`src/rtl/de_morgan_pkg.sv`:
```
// Op codes shared by the logic unit and its evaluator.
// Codes are fixed by the interface to the test sequencer; do not renumber.
package de_morgan_pkg;

  localparam int OP_W = 3;

  localparam logic [OP_W-1:0] OP_NOR   = 3'd0;
  localparam logic [OP_W-1:0] OP_NAND  = 3'd1;
  localparam logic [OP_W-1:0] OP_OR    = 3'd2;
  localparam logic [OP_W-1:0] OP_AND   = 3'd3;
  localparam logic [OP_W-1:0] OP_XOR   = 3'd4;
  localparam logic [OP_W-1:0] OP_XNOR  = 3'd5;
  localparam logic [OP_W-1:0] OP_PASSA = 3'd6;
  localparam logic [OP_W-1:0] OP_NOTA  = 3'd7;

endpackage

```
`src/rtl/de_morgan_eval.sv`:
```
// Combinational evaluator: each op in direct form and in its De Morgan dual form.
// Zero latency, no flow control; the caller compares the two results.
module de_morgan_eval
  import de_morgan_pkg::*;
#(
  parameter int WIDTH = 8
) (
  input  logic [WIDTH-1:0] a,
  input  logic [WIDTH-1:0] b,
  input  logic [OP_W-1:0]  op,
  output logic [WIDTH-1:0] y_direct,
  output logic [WIDTH-1:0] y_dual
);

  always_comb begin
    y_direct = '0;
    y_dual   = '0;
    case (op)
      OP_NOR: begin
        y_direct = ~(a | b);
        y_dual   = ~a & ~b;
      end
      OP_NAND: begin
        y_direct = ~(a & b);
        y_dual   = ~a | ~b;
      end
      OP_OR: begin
        y_direct = a | b;
        y_dual   = ~(~a & ~b);
      end
      OP_AND: begin
        y_direct = a & b;
        y_dual   = ~(~a | ~b);
      end
      OP_XOR: begin
        y_direct = a ^ b;
        y_dual   = (a | b) & ~(a & b);
      end
      OP_XNOR: begin
        y_direct = ~(a ^ b);
        y_dual   = (a & b) | (~a & ~b);
      end
      OP_PASSA: begin
        y_direct = a;
        y_dual   = ~(~a);
      end
      default: begin
        y_direct = ~a;
        y_dual   = ~a;
      end
    endcase
  end

endmodule

```
`src/rtl/de_morgan_logic_unit.sv`:
```
// Self-checking bitwise logic unit: 2-stage valid/ready pipeline, result one edge after accept.
// Stalls from out_ready ripple back combinationally to in_ready; holds up to 2 beats.
module de_morgan_logic_unit
  import de_morgan_pkg::*;
#(
  parameter int WIDTH = 8,
  parameter int CNT_W = 16
) (
  input  logic             clk,
  input  logic             resetn,
  input  logic             in_valid,
  output logic             in_ready,
  input  logic [WIDTH-1:0] a,
  input  logic [WIDTH-1:0] b,
  input  logic [OP_W-1:0]  op,
  input  logic             fault_inj,
  output logic             out_valid,
  input  logic             out_ready,
  output logic [WIDTH-1:0] y,
  output logic             mismatch,
  input  logic             clr_count,
  output logic [CNT_W-1:0] err_count
);

  logic             s1_valid;
  logic [WIDTH-1:0] s1_a;
  logic [WIDTH-1:0] s1_b;
  logic [OP_W-1:0]  s1_op;
  logic             s1_fault;

  logic             s2_loads;
  logic             s1_loads;
  logic [WIDTH-1:0] y_direct;
  logic [WIDTH-1:0] y_dual;
  logic [WIDTH-1:0] fault_mask;
  logic             out_hs;

  assign s2_loads = !out_valid || out_ready;
  assign s1_loads = !s1_valid || s2_loads;
  assign in_ready = s1_loads;
  assign out_hs   = out_valid && out_ready;

  // Mask built bit-wise so WIDTH=1 needs no zero-width replication.
  always_comb begin
    fault_mask    = '0;
    fault_mask[0] = s1_fault;
  end

  always_ff @(posedge clk or negedge resetn) begin
    if (!resetn) begin
      s1_valid <= 1'b0;
      s1_a     <= '0;
      s1_b     <= '0;
      s1_op    <= '0;
      s1_fault <= 1'b0;
    end else if (s1_loads) begin
      s1_valid <= in_valid;
      if (in_valid) begin
        s1_a     <= a;
        s1_b     <= b;
        s1_op    <= op;
        s1_fault <= fault_inj;
      end
    end
  end

  de_morgan_eval #(
    .WIDTH (WIDTH)
  ) u_eval (
    .a        (s1_a),
    .b        (s1_b),
    .op       (s1_op),
    .y_direct (y_direct),
    .y_dual   (y_dual)
  );

  always_ff @(posedge clk or negedge resetn) begin
    if (!resetn) begin
      out_valid <= 1'b0;
      y         <= '0;
      mismatch  <= 1'b0;
    end else if (s2_loads) begin
      out_valid <= s1_valid;
      if (s1_valid) begin
        y        <= y_direct;
        mismatch <= (y_direct != (y_dual ^ fault_mask));
      end
    end
  end

  // Clear beats a same-cycle increment; count sticks at all-ones.
  always_ff @(posedge clk or negedge resetn) begin
    if (!resetn) begin
      err_count <= '0;
    end else if (clr_count) begin
      err_count <= '0;
    end else if (out_hs && mismatch && (err_count != '1)) begin
      err_count <= err_count + {{(CNT_W-1){1'b0}}, 1'b1};
    end
  end

endmodule

```
`config.mk`:
```
export PLATFORM = sky130hd
export DESIGN_NAME = de_morgan_logic_unit
export DESIGN_NICKNAME = d
export VERILOG_FILES = /design/src/rtl/de_morgan_pkg.sv /design/src/rtl/de_morgan_eval.sv /design/src/rtl/de_morgan_logic_unit.sv
export SDC_FILE = /design/constraint.sdc
export NUM_CORES = 1
export LEC_CHECK = 0
export BUFFER_PORTS_ARGS = -buffer_cell sky130_fd_sc_hd__buf_2
export CAP_MARGIN = 20
export CORE_UTILIZATION = 45
export CTS_BUF_LIST = sky130_fd_sc_hd__clkbuf_16
export DETAILED_ROUTE_END_ITERATION = 8
export PLACE_DENSITY_LB_ADDON = 0.1
export SETUP_SLACK_MARGIN = 0.4
export SLEW_MARGIN = 20
export SYNTH_ARGS = -nofsm -noshare
export SYNTH_HDL_FRONTEND = slang
export SYNTH_SLANG_ARGS = --single-unit
```
`constraint.sdc`:
```
create_clock -name clk -period 2.9 [get_ports clk]
set_clock_uncertainty 0.2 [all_clocks]
set_input_delay 0.145 -clock clk [delete_from_list [all_inputs] [get_ports clk]]
set_output_delay 0.145 -clock clk [all_outputs]
set_load 0.02 [all_outputs]
```
Yosys cells after proc, flatten, opt, wreduce, memory -nomap -nowiden
Cells that the tools add are included.
- register bits after elaboration: 47
- bits of input ports: 25
- logic and storage cells: 49
- add/subtract/negate cells: 1
- equal/unequal tests: 8
- multiplexer cells: 4
- bitwise logic cells: 16
- reduce and logical (&&, ||, !) cells: 11
- operators by type and width (cell ; count):
    $pmux W8 S7 ; 2
    $not A8 Y8 ; 8
    $mux W16 ; 2
    $and A8 B8 Y8 ; 3
    $or A8 B8 Y8 ; 3
    $add A16 B1 Y16 const B ; 1
    $ne A16 B16 Y1 const B ; 1
    $eq A3 B3 Y1 const B ; 3
    $ne A8 B8 Y1 ; 1
    $xor A8 B1 Y8 ; 1
    $xor A8 B8 Y8 ; 1
    $eq A3 B2 Y1 const B ; 2
    $reduce_and A2 Y1 ; 2
    $eq A3 B1 Y1 const B ; 1
    $logic_and A1 B1 Y1 ; 3
    $logic_not A3 Y1 ; 1
    $logic_not A1 Y1 ; 2
    $logic_or A1 B1 Y1 ; 2
    $reduce_bool A2 Y1 ; 1

Depth between registers and ports, before layout
Gate-level depths: netlist of run 1.
- word-level depth: 6
- gate-level depth with buffers: 6
- gate-level depth less buffers: 6

Hierarchy
A second synthesis of run 1 with hierarchy kept.
- cells, all modules: 290
- area, all modules: 3012.9 µm²
- modules (own cells, without submodules) (module ; instances ; cells an instance ; area each (µm²) ; sequential area each (µm²)):
    de_morgan_logic_unit ; 1 ; 177 ; 2169.6 ; 1176.1
    de_morgan_eval ; 1 ; 113 ; 843.3 ; 0.0

Worst setup path before layout of run 1
OpenSTA, ideal clock, no wires.
- path type: reg2reg
- start: register err_count[0]
- end: register err_count[12]
- arrival time: 1.786 ns
- data required time: 2.575 ns
- setup slack: 0.789 ns
- cell stages (with the launch flop): 7
- path buffers: 1
- period minus slack after synthesis: 2.111 ns
- cell sequence: dfrtp_1 ha_1 nand3_2 or2_0 buf_2 nor4_1 mux2_2
- cells in the longest elaborated chain, start to end: 3
- RTL lines (what ; line ; source):
    from (decl) ; de_morgan_logic_unit.sv:22 ; output logic [CNT_W-1:0] err_count
    from (signal assigned) ; de_morgan_logic_unit.sv:98 ; err_count <= err_count + {{(CNT_W-1){1'b0}}, 1'b1};
    $add A16 B1 Y16 / $ne A16 B16 Y1 (equally long branches) ; de_morgan_logic_unit.sv:98, de_morgan_logic_unit.sv:97 ;
    $mux W16 / $logic_and A1 B1 Y1 (equally long branches) ; de_morgan_logic_unit.sv:97 ; end else if (out_hs && mismatch && (err_count != '1)) begin
    $mux W16 / $reduce_bool A2 Y1 (equally long branches) ; - ;
Parallel ways exist; a longest one is shown, timed or not. The select of a mux whose other input is x is not followed.
A chain may end at the register's enable or synchronous reset.

Final worst setup path of run 1
- start: register s1_op[2]
- end: register y[1]
- cells in the longest elaborated chain, start to end: 2
- RTL lines (what ; line ; source):
    from (decl) ; de_morgan_logic_unit.sv:28 ; logic [OP_W-1:0] s1_op;
    from (signal assigned) ; de_morgan_logic_unit.sv:61 ; s1_op <= op;
    $eq A3 B3 Y1, or another cell as far along ; de_morgan_eval.sv:18 ; case (op)
    $pmux W8 S7 * ; de_morgan_eval.sv:18 ;
    to (signal assigned) ; de_morgan_logic_unit.sv:85 ; y <= y_direct;
    to (decl) ; de_morgan_logic_unit.sv:19 ; output logic [WIDTH-1:0] y,
Mark *: on every way between the ends. The rest lies on a longest branch, timed or not.

==> results of run 1 <==
-- cell usage in the layout (no fill, tap or decap), drive strengths merged, types with 6 or more instances in the layout --
cell type | synthesis | routed
buf | 6 | 54
dfrtp | 47 | 47
mux2 | 31 | 31
dlygate4sd3 | 0 | 23
nand2 | 22 | 22
inv | 18 | 18
nand2b | 18 | 18
ha | 17 | 17
o21ai | 16 | 16
a21o | 13 | 13
nor2 | 13 | 13
a21oi | 12 | 12
nand3 | 9 | 9
mux2i | 8 | 8
o31ai | 8 | 8
o22ai | 7 | 7
a31oi | 7 | 7
nor2b | 7 | 7
nand4 | 6 | 6
-- kinds of logic (layout without fill, tap and decap cells) --
logic type / after synthesis / after routing / synth area share, %
AO/OA/AOI/OAI: 67 / 67 / 14.2
adder cells (fa/ha/maj): 17 / 17 / 7.21
buffers and inverters: 34 / 103 / 5.00
flip-flops: 47 / 47 / 39.8
multiplexers: 39 / 39 / 14.7
AND/OR/NAND/NOR: 98 / 98 / 19.1
-- final cells by class --
cell class                      count  area (µm²)  area share [%]
Clock buffer                        5         125            3.44
Clock inverter                      3        38.8            1.07
Inverter                           18        67.6            1.86
Multi-Input combinational cell    221        1630            44.7
Sequential cell                    47        1180            32.3
Tap cell                           77        96.3            2.65
Timing Repair Buffer               77         508            14.0
-- routing by layer --
layer | vias up | part of all wire (%)
met5 | - | 0
met4 | 0 | 0.64
met3 | 4 | 3.7
met2 | 45 | 46
met1 | 1120 | 50
li1 | 1221 | -
-- registers in the layout, summed over array words and instances (netlist names) --
| register | count |
|---|---|
| out_valid | 1 |
| s1_b | 8 |
| y | 8 |
| mismatch | 1 |
| s1_a | 8 |
| err_count | 16 |
| s1_fault | 1 |
| s1_op | 3 |
| s1_valid | 1 |
-- per-stage QoR --
| stage | total power [W] | hold WS [ns] | cell area, µm² | utilization, % | instances |
|---|---|---|---|---|---|
| final | 0.00205 | 0.0778 | 3640 | 57.3 | 448 |
| after global routing | 0.00218 | 0.0962 | 3640 | 57.3 | 448 |
| after CTS | 0.00207 | 0.0700 | 3640 | 57.3 | 448 |
| after detailed placement | 0.00139 | -0.0837 | 3250 | 51.1 | 417 |
| after global placement | 0.00138 | -0.0800 | 3250 | 51.1 | 417 |
| after floorplan | 0.00123 | -0.351 | 2950 | - | 302 |
-- where the power goes --
group / switching (W) / leakage [nW] / internal (W)
Sequential: 0.0000984 / 0.588 / 0.000743
Clock: 0.000246 / 0.0812 / 0.000402
Combinational: 0.000285 / 1.04 / 0.000276
-- worst min-delay path by stage --
stage | slack [ns] | end | start
floorplan | -0.35 | err_count[0]$_DFFE_PN0P_ | resetn
global placement | -0.08 | s1_a[7]$_DFFE_PN0P_ | resetn
detailed placement | -0.08 | s1_b[7]$_DFFE_PN0P_ | resetn
CTS | 0.07 | err_count[9]$_DFFE_PN0P_ | clr_count
global route | 0.1 | err_count[14]$_DFFE_PN0P_ | clr_count
finish | 0.08 | err_count[9]$_DFFE_PN0P_ | clr_count
==> impl_metrics.yaml, run 1 <==
run_status:
  status: "finished, violations left"
  violations: "DRC"
run:
  drv_cap: 0
critical_path:
  crit_chain: "buf_4 -> mux2_2 -> o22ai_1 -> a31oi_1 -> o21ai_0"
  cpPeakStageDelay_ns: 0.80
  cp-start-kind: "flop"
  critical_path.top_delay_family: "flip-flops"
  r2r_end: "y[1]$_DFFE_PN0P_"
  critPathLaunch: "s1_op[2]$_DFFE_PN0P_"
  r2r_start: "s1_op[2]$_DFFE_PN0P_"
  critPathBufInv: 1
  rrSetupSlack_ns: 0.71
  cp_slowest_cell: "dfrtp_1"
  path_depth: 5
  worstPathArrival_ns: 2.20
  critical_path_required_ns: 2.90
  critPathMaxFanout: 23
  reg2reg_depth: 5
  setup.worst_path.end_class: "flop"
  crit_type: "flop to flop"
  endpoint: "y[1]$_DFFE_PN0P_"
cts:
  cts_tree: "done"
  ctsResizeCount: 0
  numCtsBuffers: 5
  post_cts_buffers: 0
  clock_sinks: 47
  clock_path_buffers: 2
  postCtsHoldBufs: 23
  clock_latency_ns: 0.28
  cts-root-buf: "clkbuf_16"
  cts.htree.levels: 2
  clk_pin_slew_ns: 0.07
yosys:
  synth.top_cell.area_share_pct: 39.8
  synth_fp_nets: 344
  synth_edf_count: 0
  synth_cells: 302
  async_reset_ff_share_pct: 100
  synth_area_leaders: "dfrtp_1, mux2_2, ha_1"
  mappedNetlistArea_mm2: 0.00295
  synth-seq-cells: 47
  ys_types: 44
  synth_top_cell_by_area: "dfrtp_1"
  yosysMostFrequentCell: "dfrtp_1"
  avgSynthCellArea_um2: 9.77
  synthFlopType: "dfrtp_1"
  yosysSeqAreaShare_pct: 39.8
  yosys-top-cells-count: "dfrtp_1, mux2_2, nand2_1, inv_1, nand2b_1"
  yosysWarnings: 0
floorplanning:
  die_width_um: 83.0
  fp.dieArea_mm2: 0.00689
  fp.dieH_um: 83.0
  ios: 52
  start_util_pct: 46.5
  core_mm2: 0.00635
  rows: 29
timing:
  max_slew_margin_pct: 52.6
  fmax_mhz: 456
  maxSlewViolCount: 0
  hold_viol_final: 0
  rsz0062_at_grt: "false"
  setup_tns_ns: 0
  post-route-min-period_ns: 2.19
  worst_pin_slew_ns: 0.711
  setup_ws_ns: 0.708
  finalCritPeriodShare_pct: 75.6
  setup_violations: 0
place:
  hpwlAfterDp_um: 4170
  gp_congestion: 0.818
  dpl_worst_slack_ns: 0.738
  io_buffers: 51
global_routing:
  grt_max_degree: 30
  grt-ovfl-total: 0
  grtUsageTotal_pct: 18.6
  busiest_layer: "met2"
  met2_usage_pct: 29.9
  grt_pass1_wl_um: 10500
  antenna_found_initial: 0
  grt_pass1_vias: 2207
  grtUsageMet3_pct: 3.48
  gr-usage-met1_pct: 25.9
power:
  power.density_mw_per_mm2: 563
  irDropWorstVdd_v: 0.000312
  leakagePower_nw: 1.71
drt:
  first_pass_iters: 6
  drt-total-wl_um: 6230
  ant_nets: 0
  viasPerCell: 5.33
  wl_per_cell_um: 13.9
  drc: 2
  drtIter0Drc: 101
  vias: 2390
final_layout:
  finalNetCount: 412
  diodes: 0
  area_growth_pct: 23.3
  drive_above_1_share_pct: 26.4
  n_fill_cell: 552
worst_hold_path:
  hp-class: "input port to flop"
  whs_path_depth: 2
Note: power is estimated with default switching activity, not from simulation.
==> run 2, diff against run 1 <==
==> constraint.sdc (replaced) <==
create_clock -name clk -period 2 [get_ports clk]
set_clock_uncertainty 0.2 [all_clocks]
set_input_delay 0.1 -clock clk [delete_from_list [all_inputs] [get_ports clk]]
set_output_delay 0.1 -clock clk [all_outputs]
set_load 0.02 [all_outputs]
==> run 2 against run 1 <==
Effect of this change: the run now ends clean; maximum frequency up 21%; register-to-register slack worse by 0.52 ns; highest routed layer unchanged; count of clock-buffer cells in the layout unchanged; combinational power up 110%; routed wire length up 16%; worst hold slack worse by 0.054 ns; final area up 21%; non-clock buffer count up 53; sequential power up 41%; global-route usage up 1.9 points.
==> impl_metrics.yaml, run 2 (synthesized netlist as in run 1, its figures left out) <==
drt:
  viasPerCell: 5.39
  drt-total-wl_um: 7210
  drc: 0
  vias: 2702
  first_pass_iters: 4
  wl_per_cell_um: 14.4
  drtIter0Drc: 71
  ant_nets: 0
cts:
  cts-root-buf: "clkbuf_16"
  clock_sinks: 47
  cts.htree.levels: 2
  clock_latency_ns: 0.28
  numCtsBuffers: 5
  cts_tree: "done"
  clk_pin_slew_ns: 0.07
  clock_path_buffers: 2
place:
  io_buffers: 51
  gp_congestion: 0.797
  hpwlAfterDp_um: 4310
  place_inst: 429
final_layout:
  final_common_cell: "buf_2"
  fin_cells: 501
  finalNetCount: 465
  drive_above_1_share_pct: 46.2
  area_growth_pct: 49.2
  n_fill_cell: 474
  largest_register_ffs: 16
  top_register: "err_count"
  final_core_util_pct: 69.3
  layout_common_cells: "buf_2, buf_4, dfrtp_1, mux2_4, dlygate4sd3_1"
  diodes: 0
critical_path:
  cp-start-kind: "flop"
  worstPathArrival_ns: 1.83
  crit_type: "flop to flop"
  critical_path_required_ns: 2.02
  critPathMaxFanout: 8
  setup.worst_path.end_class: "flop"
run:
  drv_cap: 0
timing:
  max_slew_margin_pct: 58.9
  post-route-min-period_ns: 1.81
  finalCritPeriodShare_pct: 90.6
  maxSlewViolCount: 0
  setup_violations: 0
  setup_tns_ns: 0
  worst_pin_slew_ns: 0.616
  hold_viol_final: 0
  fmax_mhz: 552
  rsz0062_at_grt: "true"
power:
  leakagePower_nw: 2.09
  power.density_mw_per_mm2: 752
  irDropWorstVdd_v: 0.000443
  p_total_w: 0.00331
floorplanning:
  die_width_um: 83.0
  start_util_pct: 46.5
  fp.dieArea_mm2: 0.00689
  rows: 29
  fp.dieH_um: 83.0
  ios: 52
  core_mm2: 0.00635
global_routing:
  grt-ovfl-total: 0
  grtUsageTotal_pct: 20.5
  grt_pass1_vias: 2577
  antenna_found_initial: 0
  grt_pass1_wl_um: 11600
  grt_max_degree: 48
worst_hold_path:
  hp-class: "input port to flop"
run_status:
  status: "finished, final reports clean"
==> run 2: changes by cell type in the layout (fill, tap and decap cells not counted), moves of 5 or more <==
cell	previous run	this run
buf_4	3	49
dfrtp_1	47	35
dfrtp_2	0	12
ha_1	17	8
ha_4	0	6
inv_2	0	5
mux2_2	29	6
mux2_4	1	25
o21ai_0	16	8
o21ai_1	0	8
o22ai_1	7	1
o22ai_2	0	6
==> run 2: final timing paths <==
check / slack [ns] / end / cells past startpoint / startpoint
min in group asynchronous: 0.25 / err_count[11]$_DFFE_PN0P_ / 3 / resetn
min reg2reg: 0.29 / y[7]$_DFFE_PN0P_ / 2 / y[7]$_DFFE_PN0P_
max: 0.19 / err_count[15]$_DFFE_PN0P_ / 4 / err_count[6]$_DFFE_PN0P_
max in group asynchronous: 0.91 / err_count[5]$_DFFE_PN0P_ / 3 / resetn
max reg2reg: 0.19 / err_count[15]$_DFFE_PN0P_ / 4 / err_count[6]$_DFFE_PN0P_
min: 0.02 / err_count[7]$_DFFE_PN0P_ / 2 / clr_count
==> run 2: stage by stage <==
| stage | setup WS [ns] | hold WS [ns] | area [µm²] |
|---|---|---|---|
| after floorplan | 0.0432 | -0.396 | 3100 |
| after global placement | 0.0764 | 0.0417 | 3460 |
| after detailed placement | 0.0559 | 0.0463 | 3460 |
| after CTS | 0.208 | 0.0269 | 4140 |
| after global routing | 0.145 | 0.0587 | 4400 |
| final | 0.189 | 0.0234 | 4400 |
==> run 2: where the power goes <==
group,switching (W),internal [W],leakage (nW),total [W]
sequential,0.000106,0.00108,0.569,0.00119
combinational,0.000550,0.000630,1.43,0.00118
clock,0.000362,0.000582,0.0864,0.000944
total,0.00102,0.00229,2.09,0.00331
==> run 2: worst max-delay path, stage by stage, from the launching register on <==
cell	delay, ns
dfrtp_2	0.42
and4_4	0.28
nand4_4	0.15
or4_1	0.55
a21oi_2	0.14
==> run 2: per-layer routing <==
layer / part of all wire (%) / vias up / wire (µm) / GRT usage (%)
li1: - / 1333 / - / -
met1: 45 / 1322 / 3210 / 24.8
met2: 53 / 43 / 3800 / 37.4
met3: 2.2 / 4 / 161 / 3.28
met4: 0.55 / 0 / 40 / 5.49
met5: 0 / - / 0 / 0
==> run 2: layout make-up <==
type | instances | area [µm²] | area share [%]
tap | 77 | 96.3 | 2.19
sequential | 47 | 1190 | 27.1
inverter | 18 | 67.6 | 1.53
clock buffer | 5 | 125 | 2.84
timing repair buffer | 130 | 948 | 21.5
multi-input combinational | 221 | 1940 | 44.0
clock inverter | 3 | 37.5 | 0.853
==> run 2: what timing repair did <==
item,CTS,global route
buffers inserted,27,13
resized for setup,23,36
pin swaps,17,22
endpoints found under the hold margin,69,0
hold buffers,24,0
setup endpoints to repair,23,24
==> run 3, diff against run 2 <==
--- a/config.mk
+++ b/config.mk
@@ -11,7 +11,7 @@
 export CTS_BUF_LIST = sky130_fd_sc_hd__clkbuf_16
 export DETAILED_ROUTE_END_ITERATION = 8
 export PLACE_DENSITY_LB_ADDON = 0.1
-export SETUP_SLACK_MARGIN = 0.4
+export SETUP_SLACK_MARGIN = 0.3
 export SLEW_MARGIN = 20
 export SYNTH_ARGS = -nofsm -noshare
 export SYNTH_HDL_FRONTEND = slang
==> constraint.sdc (replaced) <==
create_clock -name clk -period 2.3 [get_ports clk]
set_clock_uncertainty 0.2 [all_clocks]
set_input_delay 0.115 -clock clk [delete_from_list [all_inputs] [get_ports clk]]
set_output_delay 0.115 -clock clk [all_outputs]
set_load 0.02 [all_outputs]
==> run 3 against run 2 <==
Effect of this change: highest routed layer unchanged; combinational power is 38% lower; total power is 22% lower; global-route usage is 2.1 points lower; via count is 7.9% lower; non-clock buffer count is 47 lower; maximum frequency is 6.1% lower; register-to-register slack better by 0.18 ns; core utilization is 11 points lower; worst hold slack better by 0.012 ns; sequential share of layout area is 4.5 points higher; sequential power is 13% lower.
==> impl_metrics.yaml, run 3 (synthesized netlist as in run 1, its figures left out) <==
worst_hold_path:
  min_to: "err_count[10]$_DFFE_PN0P_"
  hp-class: "input port to flop"
  hold_start: "clr_count"
  whs_path_depth: 2
timing:
  fmax_mhz: 519
  maxSlewViolCount: 0
  worst_pin_slew_ns: 0.725
  post-route-min-period_ns: 1.93
  max_slew_margin_pct: 51.7
  hold_viol_final: 0
  setup_violations: 0
  finalCritPeriodShare_pct: 83.8
  setup_tns_ns: 0
  rsz0062_at_grt: "true"
cts:
  clock_latency_ns: 0.29
  cts.htree.levels: 2
  cts-root-buf: "clkbuf_16"
  numCtsBuffers: 5
  cts_tree: "done"
  clock_sinks: 47
  clock_path_buffers: 2
  clk_pin_slew_ns: 0.07
critical_path:
  r2r_end: "err_count[10]$_DFFE_PN0P_"
  setup.worst_path.end_class: "flop"
  r2r_start: "err_count[0]$_DFFE_PN0P_"
  worstPathArrival_ns: 1.94
  critPathMaxFanout: 8
  cp-start-kind: "flop"
  critical_path_required_ns: 2.32
  cpPeakStageDelay_ns: 0.51
  reg2reg_depth: 5
  cp_slowest_cell: "or4_1"
  crit_type: "flop to flop"
  rrSetupSlack_ns: 0.37
  crit_chain: "ha_4 -> nand3_4 -> or2_4 -> or4_1 -> a21oi_1"
final_layout:
  final_common_cell: "buf_2"
  finalNetCount: 418
  multi_input_area_mm2: 0.00167
  drive_above_1_share_pct: 29.2
  layout_common_cells: "buf_2, dfrtp_1, mux2_2, dlygate4sd3_1, nand2_1"
  largest_register_ffs: 16
  fin_area_mm2: 0.00373
  top_register: "err_count"
  area_growth_pct: 26.5
  n_fill_cell: 570
  diodes: 0
  ff_latch_area_mm2: 0.00118
place:
  hpwlAfterDp_um: 4130
  gp_congestion: 0.751
  io_buffers: 51
  placed_cell_area_mm2: 0.00329
drt:
  drt-total-wl_um: 6190
  vias: 2488
  wl_per_cell_um: 13.6
  first_pass_iters: 4
  drc: 0
  viasPerCell: 5.48
  ant_nets: 0
  drtIter0Drc: 96
global_routing:
  grt_pass1_vias: 2188
  grtUsageTotal_pct: 18.3
  grt_max_degree: 33
  grt-ovfl-total: 0
  grt_pass1_wl_um: 10300
  antenna_found_initial: 0
run:
  drv_cap: 0
floorplanning:
  ios: 52
  core_mm2: 0.00635
  rows: 29
  fp.dieH_um: 83.0
  die_width_um: 83.0
  start_util_pct: 46.5
  fp.dieArea_mm2: 0.00689
power:
  irDropWorstVdd_v: 0.000403
  power.density_mw_per_mm2: 693
  leakagePower_nw: 1.75
run_status:
  status: "finished, final reports clean"
==> run 3: cell count changes in the layout (fill, tap and decap cells not counted), moves of 8 or more <==
cell     change
dfrtp_1     +10
o21ai_0      +8
mux2_4      -24
o21ai_1      -8
dfrtp_2     -10
ha_1         +8
mux2_2      +23
buf_4       -41
==> run 3: power breakdown <==
group	internal (W)	switching [W]
logic	0.000360	0.000377
clock network	0.000507	0.000299
registers	0.000938	0.000106
total	0.00180	0.000782
==> run 3: layout make-up <==
cell class              instances  area share (%)
multi-input cells             221            44.8
flip-flops and latches         47            31.6
repair buffers                 83            14.9
clock buffers                   5            3.35
well taps                      77            2.58
inverters                      18            1.81
clock inverters                 3            1.04
==> run 3: per-stage QoR <==
stage                     power (W)  setup WS [ns]  utilization [%]  instances  hold WS [ns]
after floorplan             0.00156          0.318                -        302        -0.381
after global placement      0.00174          0.317             51.8        420        0.0243
after detailed placement    0.00176          0.282             51.8        420        0.0274
after CTS                   0.00263          0.320             58.2        452        0.0362
after global routing        0.00276          0.285             58.8        454        0.0529
final                       0.00259          0.372             58.8        454        0.0357
==> run 3: worst max path at each step <==
stage	start	cells after the start	slack, ns	endpoint
floorplan	err_count[0]$_DFFE_PN0P_	6	0.32	err_count[14]$_DFFE_PN0P_
global placement	err_count[0]$_DFFE_PN0P_	5	0.32	err_count[10]$_DFFE_PN0P_
detailed placement	err_count[0]$_DFFE_PN0P_	5	0.28	err_count[14]$_DFFE_PN0P_
CTS	err_count[0]$_DFFE_PN0P_	5	0.32	err_count[14]$_DFFE_PN0P_
global route	err_count[0]$_DFFE_PN0P_	5	0.29	err_count[14]$_DFFE_PN0P_
finish	err_count[0]$_DFFE_PN0P_	5	0.37	err_count[10]$_DFFE_PN0P_
==> run 3: per-layer routing <==
layer / track usage [%] / wire length [µm]
met3: 3.48 / 217
met5: 0 / 0
met1: 26.5 / 3110
met2: 27.9 / 2810
met4: 5.49 / 47
==> run 3: worst max-delay path: cells and delay by family, from the launching register on <==
kind	cells	cell delay (ns)
adders and majority gates	1	0.17
and+or+nand+nor	3	0.93
DFF	1	0.42
AOI/OAI and AO/OA	1	0.14
==> run 3: what timing repair did <==
item,in CTS,in global routing
hold buffers,24,0
hold endpoints to repair,53,0
pin swaps,0,1
setup buffers,0,2
endpoints found under the setup margin,3,7
gates resized for setup,1,6
